### config.mk
export PLATFORM = sky130hd
export DESIGN_NAME = pc_redirect_flat
export DESIGN_NICKNAME = d
export VERILOG_FILES = /design/src/rtl/pc_redirect_pkg.sv /design/src/rtl/pc_redirect_if.sv /design/src/rtl/pc_redirect_sat_counter.sv /design/src/rtl/pc_redirect.sv /design/src/flat_wrapper.sv
export SDC_FILE = /design/constraint.sdc
export NUM_CORES = 1
export LEC_CHECK = 0
export ABC_CLOCK_PERIOD_IN_PS = 3120
export BUFFER_PORTS_ARGS = -buffer_cell sky130_fd_sc_hd__buf_4
export CELL_PAD_IN_SITES_DETAIL_PLACEMENT = 1
export CELL_PAD_IN_SITES_GLOBAL_PLACEMENT = 1
export CORE_AREA = 2 2 125 127
export DETAILED_ROUTE_END_ITERATION = 8
export DIE_AREA = 0 0 127 129
export HOLD_SLACK_MARGIN = 0.06
export PLACE_DENSITY = 0.79
export REMOVE_ABC_BUFFERS = 1
export SETUP_SLACK_MARGIN = 0.3
export SLEW_MARGIN = 5
export SYNTH_ARGS = -nofsm -noshare
export SYNTH_HDL_FRONTEND = slang
export SYNTH_HIERARCHICAL = 1
export SYNTH_SLANG_ARGS = --single-unit
### constraint.sdc
create_clock -name clk -period 3.12 [get_ports clk]
set_input_delay 0.156 -clock clk [delete_from_list [all_inputs] [get_ports clk]]
set_output_delay 0.156 -clock clk [all_outputs]
set_load 0.005 [all_outputs]
### src/rtl/pc_redirect_pkg.sv
// pc_redirect shared types and defaults.
// Fetch PC generator state encoding and reset address.
package pc_redirect_pkg;

  localparam int DATA_WIDTH = 32;
  localparam logic [31:0] RESET_PC = 32'h0000_0000;

  typedef enum logic [1:0] {
    BOOT = 2'd0,
    RUN  = 2'd1,
    PEND = 2'd2
  } state_e;

endpackage

### src/rtl/pc_redirect_if.sv
// Fetch request channel between the PC generator
// and the instruction-memory port.
interface pc_redirect_if #(
  parameter int DATA_WIDTH = 32
);
  logic [DATA_WIDTH-1:0] pc;
  logic                  pc_valid;
  logic                  if_ready;
  logic                  resp_drop;

  modport master (
    output pc,
    output pc_valid,
    output resp_drop,
    input  if_ready
  );

  modport slave (
    input  pc,
    input  pc_valid,
    input  resp_drop,
    output if_ready
  );
endinterface

### src/rtl/pc_redirect_sat_counter.sv
// Saturating up-counter with synchronous
// active-high reset.
module sat_counter #(
  parameter int WIDTH = 32
) (
  input  logic             clk,
  input  logic             rst,
  input  logic             en,
  output logic [WIDTH-1:0] count
);

  always_ff @(posedge clk) begin
    if (rst)
      count <= '0;
    else if (en && (count != '1))
      count <= count + 1'b1;
  end

endmodule

### src/rtl/pc_redirect.sv
// Fetch-side PC generator: advances the PC,
// applies EX redirects and buffers stalled ones.
module pc_redirect
  import pc_redirect_pkg::*;
#(
  parameter int                    DATA_WIDTH = pc_redirect_pkg::DATA_WIDTH,
  parameter logic [DATA_WIDTH-1:0] RESET_PC   = pc_redirect_pkg::RESET_PC
) (
  input  logic                  clk,
  input  logic                  rst,
  input  logic                  branch_res,
  input  logic [DATA_WIDTH-1:0] branch_target,
  input  logic                  hold,
  pc_redirect_if.master         fetch,
  output logic                  flush_if_id,
  output logic                  flush_id_ex,
  output logic                  target_misalign,
  output logic [31:0]           redirect_cnt
);

  state_e                state_q, state_d;
  logic [DATA_WIDTH-1:0] pc_q, pc_d;
  logic [DATA_WIDTH-1:0] tgt_q, tgt_d;
  logic                  drop_q, drop_d;
  logic                  mis_q, mis_d;
  logic                  pc_valid;
  logic                  flush;
  logic                  cnt_en;
  logic [DATA_WIDTH-1:0] aligned;
  logic                  unused_ok;

  // Bit 0 is dropped by the jalr rule.
  assign aligned   = {branch_target[DATA_WIDTH-1:2], 2'b00};
  assign unused_ok = branch_target[0];

  always_ff @(posedge clk) begin
    if (rst) begin
      state_q <= BOOT;
      pc_q    <= RESET_PC;
      tgt_q   <= '0;
      drop_q  <= 1'b0;
      mis_q   <= 1'b0;
    end else begin
      state_q <= state_d;
      pc_q    <= pc_d;
      tgt_q   <= tgt_d;
      drop_q  <= drop_d;
      mis_q   <= mis_d;
    end
  end

  always_comb begin
    state_d  = state_q;
    pc_d     = pc_q;
    tgt_d    = tgt_q;
    drop_d   = 1'b0;
    mis_d    = 1'b0;
    pc_valid = 1'b0;
    flush    = 1'b0;
    cnt_en   = 1'b0;
    unique case (state_q)
      BOOT: begin
        state_d = RUN;
        pc_d    = RESET_PC;
      end
      RUN: begin
        pc_valid = 1'b1;
        flush    = branch_res;
        if (branch_res) begin
          cnt_en = 1'b1;
          mis_d  = branch_target[1];
          if (fetch.if_ready) begin
            pc_d   = aligned;
            drop_d = 1'b1;
          end else begin
            tgt_d   = aligned;
            state_d = PEND;
          end
        end else if (fetch.if_ready && !hold) begin
          pc_d = pc_q + DATA_WIDTH'(4);
        end
      end
      PEND: begin
        pc_valid = 1'b1;
        flush    = branch_res;
        if (branch_res) begin
          cnt_en = 1'b1;
          mis_d  = branch_target[1];
          tgt_d  = aligned;
        end
        // A same-cycle redirect overrides the buffered one.
        if (fetch.if_ready) begin
          pc_d    = branch_res ? aligned : tgt_q;
          drop_d  = 1'b1;
          state_d = RUN;
        end
      end
      default: begin
        state_d = BOOT;
        pc_d    = RESET_PC;
      end
    endcase
  end

  sat_counter #(
    .WIDTH(32)
  ) u_cnt (
    .clk  (clk),
    .rst  (rst),
    .en   (cnt_en),
    .count(redirect_cnt)
  );

  assign fetch.pc        = pc_q;
  assign fetch.pc_valid  = pc_valid;
  assign fetch.resp_drop = drop_q;
  assign flush_if_id     = flush;
  assign flush_id_ex     = flush;
  assign target_misalign = mis_q;

endmodule

### src/flat_wrapper.sv
// flat-port wrapper written by rule: the top's interface ports become plain ports
module pc_redirect_flat import pc_redirect_pkg::*;
#(
  parameter int                    DATA_WIDTH = pc_redirect_pkg::DATA_WIDTH,
  parameter logic [DATA_WIDTH-1:0] RESET_PC   = pc_redirect_pkg::RESET_PC
)
  (clk, rst, branch_res, branch_target, hold, flush_if_id, flush_id_ex, target_misalign, redirect_cnt, fetch_pc, fetch_pc_valid, fetch_resp_drop, fetch_if_ready);
  pc_redirect_if #(.DATA_WIDTH(DATA_WIDTH)) fetch_i ();
  input  logic clk;
  input  logic rst;
  input  logic branch_res;
  input  logic [DATA_WIDTH-1:0] branch_target;
  input  logic hold;
  output logic flush_if_id;
  output logic flush_id_ex;
  output logic target_misalign;
  output logic [31:0] redirect_cnt;
  output wire logic [$bits(fetch_i.pc)-1:0] fetch_pc;
  output wire logic [$bits(fetch_i.pc_valid)-1:0] fetch_pc_valid;
  output wire logic [$bits(fetch_i.resp_drop)-1:0] fetch_resp_drop;
  input wire logic [$bits(fetch_i.if_ready)-1:0] fetch_if_ready;
  assign fetch_pc = fetch_i.pc;
  assign fetch_pc_valid = fetch_i.pc_valid;
  assign fetch_resp_drop = fetch_i.resp_drop;
  assign fetch_i.if_ready = fetch_if_ready;
  pc_redirect #(.DATA_WIDTH(DATA_WIDTH), .RESET_PC(RESET_PC)) u_core (.clk(clk), .rst(rst), .branch_res(branch_res), .branch_target(branch_target), .hold(hold), .fetch(fetch_i), .flush_if_id(flush_if_id), .flush_id_ex(flush_id_ex), .target_misalign(target_misalign), .redirect_cnt(redirect_cnt));
endmodule
==> results.sh <==
export IMPL_outcome="completed"
export IMPL_ys_types=68
export IMPL_initial_utilization_pct=36.3
export IMPL_ir_drop_mv=0.257
export IMPL_maxCapViolCount=0
export IMPL_cts_num_sinks=100
export IMPL_final_max_slew_violation_count=0
export IMPL_slowest_stage="dfxtp_1"
export IMPL_dr_pass1_iters=6
export IMPL_cpPeakStageDelay_ns=0.41
export IMPL_async_flop_share_pct=0
export IMPL_dp_cells=961
export IMPL_crit_required_ns=3.36
export IMPL_io_pins=106
export IMPL_wl_per_cell_um=19.0
export IMPL_max_clock_path_buffers=2
export IMPL_core_area_um2=15000
export IMPL_hold_viol_final=0
export IMPL_yosysSeqAreaShare_pct=36.8
export IMPL_drive_gt1_share_pct=20.2
export IMPL_synth_edff_count=0
export IMPL_dp_hpwl_um=13300
export IMPL_antenna_left=0
export IMPL_finalNetCount=846
export IMPL_final_cells=996
export IMPL_ys_warn_count=6
export IMPL_grt_ovfl_total=0
export IMPL_die_area_um2=16400
export IMPL_cts_root_buf="clkbuf_16"
export IMPL_areaGrowthSynthToFinish_pct=27.2
export IMPL_num_rows=45
export IMPL_numPortBuffers=104
export IMPL_htree_levels=3
export IMPL_max_slew_margin_pct=50.8
export IMPL_critical_path_class="reg -> reg"
export IMPL_vias=5856
export IMPL_antennaDiodeCount=0
export IMPL_placed_area_um2=6420
export IMPL_worst_slew_pin_slew_ns=0.738
export IMPL_p_per_area_nw_per_um2=435
export IMPL_timing_fmax_mhz=379
export IMPL_layout_common_cells="buf_4 (121), nand2_1 (107), dfxtp_1 (100)"
export IMPL_hold_start="branch_target[6]"
export IMPL_hp_class="in -> reg"
export IMPL_path_cells="inv_1 -> ha_1 -> inv_1 -> nor2_1 -> nand4_1 -> nor4_4 -> nand4_1 -> nor4_1 -> mux2_2"
export IMPL_skew_ns=0.00494
export IMPL_rr_startpoint="u_core/state_q[0]$_SDFFE_PP0P_"
export IMPL_grt_pass1_vias=5857
export IMPL_crit_path_start_kind="flop"
export IMPL_crit_fanout=6
export IMPL_drc=0
export IMPL_cts_buffers=9
export IMPL_grt_max_degree=66
export IMPL_synth_main_ff_cell="dfxtp_1"
export IMPL_finalWirelength_um=18900
export IMPL_insertion_delay_ns=0.35
export IMPL_syn_area_um2=5440
export IMPL_drt_initial_drc_count=321
export IMPL_cts_tree="built"
export IMPL_clk_pin_slew_ns=0.07
export IMPL_fin_crit_sh_pct=84.5
export IMPL_synth_seq_cells=100
export IMPL_p_leak_nw=2.47
export IMPL_p_total_mw=3.00
export IMPL_track_usage_pct=22.9
export IMPL_cp_startpoint="u_core/state_q[0]$_SDFFE_PP0P_"
export IMPL_setup_viol=0
export IMPL_post_synth_inst_count=699
export IMPL_syn_avg_cell_area_um2=7.78
export IMPL_crit_path_end_kind="flop"
export IMPL_rsz0062_at_grt="false"
export IMPL_fin_setup_tns_ns=0
export IMPL_grt_pass1_wl_um=30200
export IMPL_antenna_found_initial=0
export IMPL_gp_congestion=0.905
export IMPL_worstPathArrival_ns=2.88
export IMPL_layout_cells_most_common="buf_4"
export IMPL_vias_per_cell=5.88
export IMPL_fp_dieW_um=127
export IMPL_die_h_um=129
export IMPL_finalInstanceArea_um2=6910
export IMPL_min_period_ns=2.64
-- layout make-up --
cell class | instances | area (um^2)
sequential | 100 | 2000
timing repair buffer | 141 | 1120
inverter | 16 | 60.1
clock buffer | 13 | 270
multi-input combinational | 535 | 3210
fill | 1826 | 8060
tap | 188 | 235
clock inverter | 3 | 20.0
-- sequential cells by signal, summed over array words and instances (netlist names) --
signal                  cells
u_core/fetch.pc            32
u_core/u_cnt/count         32
u_core/target_misalign      1
u_core/state_q              2
u_core/fetch.resp_drop      1
u_core/tgt_q               32
-- report_power, final --
part / switching [mW] / internal (mW)
logic: 0.320 / 0.206
clock network: 0.506 / 0.606
registers: 0.0447 / 1.32
total: 0.870 / 2.13
-- cell families (layout without fill, tap and decap cells) --
kind of cell	count (synthesis)	after routing	synth area share (%)
AND/OR/NAND/NOR	299	299	29.4
AO/OA/AOI/OAI	214	214	24.9
flip-flops	100	100	36.8
buffers and inverters	64	173	4.65
XOR/XNOR	8	8	1.29
multiplexers	8	8	1.61
adder cells (fa/ha/maj)	6	6	1.38
-- per-stage QoR --
step	worst slack, ns	hold slack (ns)	util (%)
after floorplan	-0.412	0.225	-
after global placement	0.526	0.415	42.9
after detailed placement	0.345	0.424	42.9
after CTS	0.384	0.0600	46.1
after global routing	0.324	0.0672	46.2
final	0.485	0.0680	46.2
-- synth_stat cells (7+ instances only) --
cell      count  area [um^2]
or3_1        12         75.1
nand2_1     107          402
o31ai_1      14          105
nor3_1       11         55.1
or4_1        16          120
inv_1        16         60.1
clkbuf_1     39          146
a21oi_1      84          420
and3_1        7         43.8
o21ai_0      44          220
dfxtp_1     100         2000
nand3_1      28          140
nor2_1       39          146
and4_1        7         61.3
nand4_1      22          138
a31oi_1      12         75.1
nor4_1       10         62.6
a22o_1       16          140
nor2b_1       8         50.1
-- critical path: cells and delay by family, from the launching register on --
family                     cells  cell delay (ns)
and+or+nand+nor                5             1.24
DFF                            1             0.41
muxes                          1             0.38
adders and majority gates      1             0.31
buffers and inverters          2             0.20
-- repair_timing --
item                                    in CTS  in global routing
endpoints found under the setup margin       1                  2
pin swaps                                    0                  1
hold buffers                                19                  0
gates resized for setup                      1                  1
hold endpoints to repair                    19                  0
buffers inserted                             0                  0
-- routing by layer --
metal / up-vias / wire length, um / part of all wire, % / track usage [%]
met5: - / 0 / 0 / 0
li1: 2803 / - / - / -
met3: 27 / 758 / 4.0 / 3.41
met4: 0 / 371 / 2.0 / 8.40
met1: 2873 / 8260 / 44 / 27.2
met2: 153 / 9540 / 50 / 42.0
-- path summary, 6_finish.rpt --
path,endpoint,slack (ns),cells after the start
min reg2reg,u_core/tgt_q[16]$_SDFFE_PP0P_,0.46,2
max reg2reg,u_core/u_cnt/count[31]$_SDFFE_PP0P_,0.48,9
min,u_core/tgt_q[6]$_SDFFE_PP0P_,0.07,3
max,u_core/u_cnt/count[31]$_SDFFE_PP0P_,0.48,9
(Power assumes the default switching activity.)
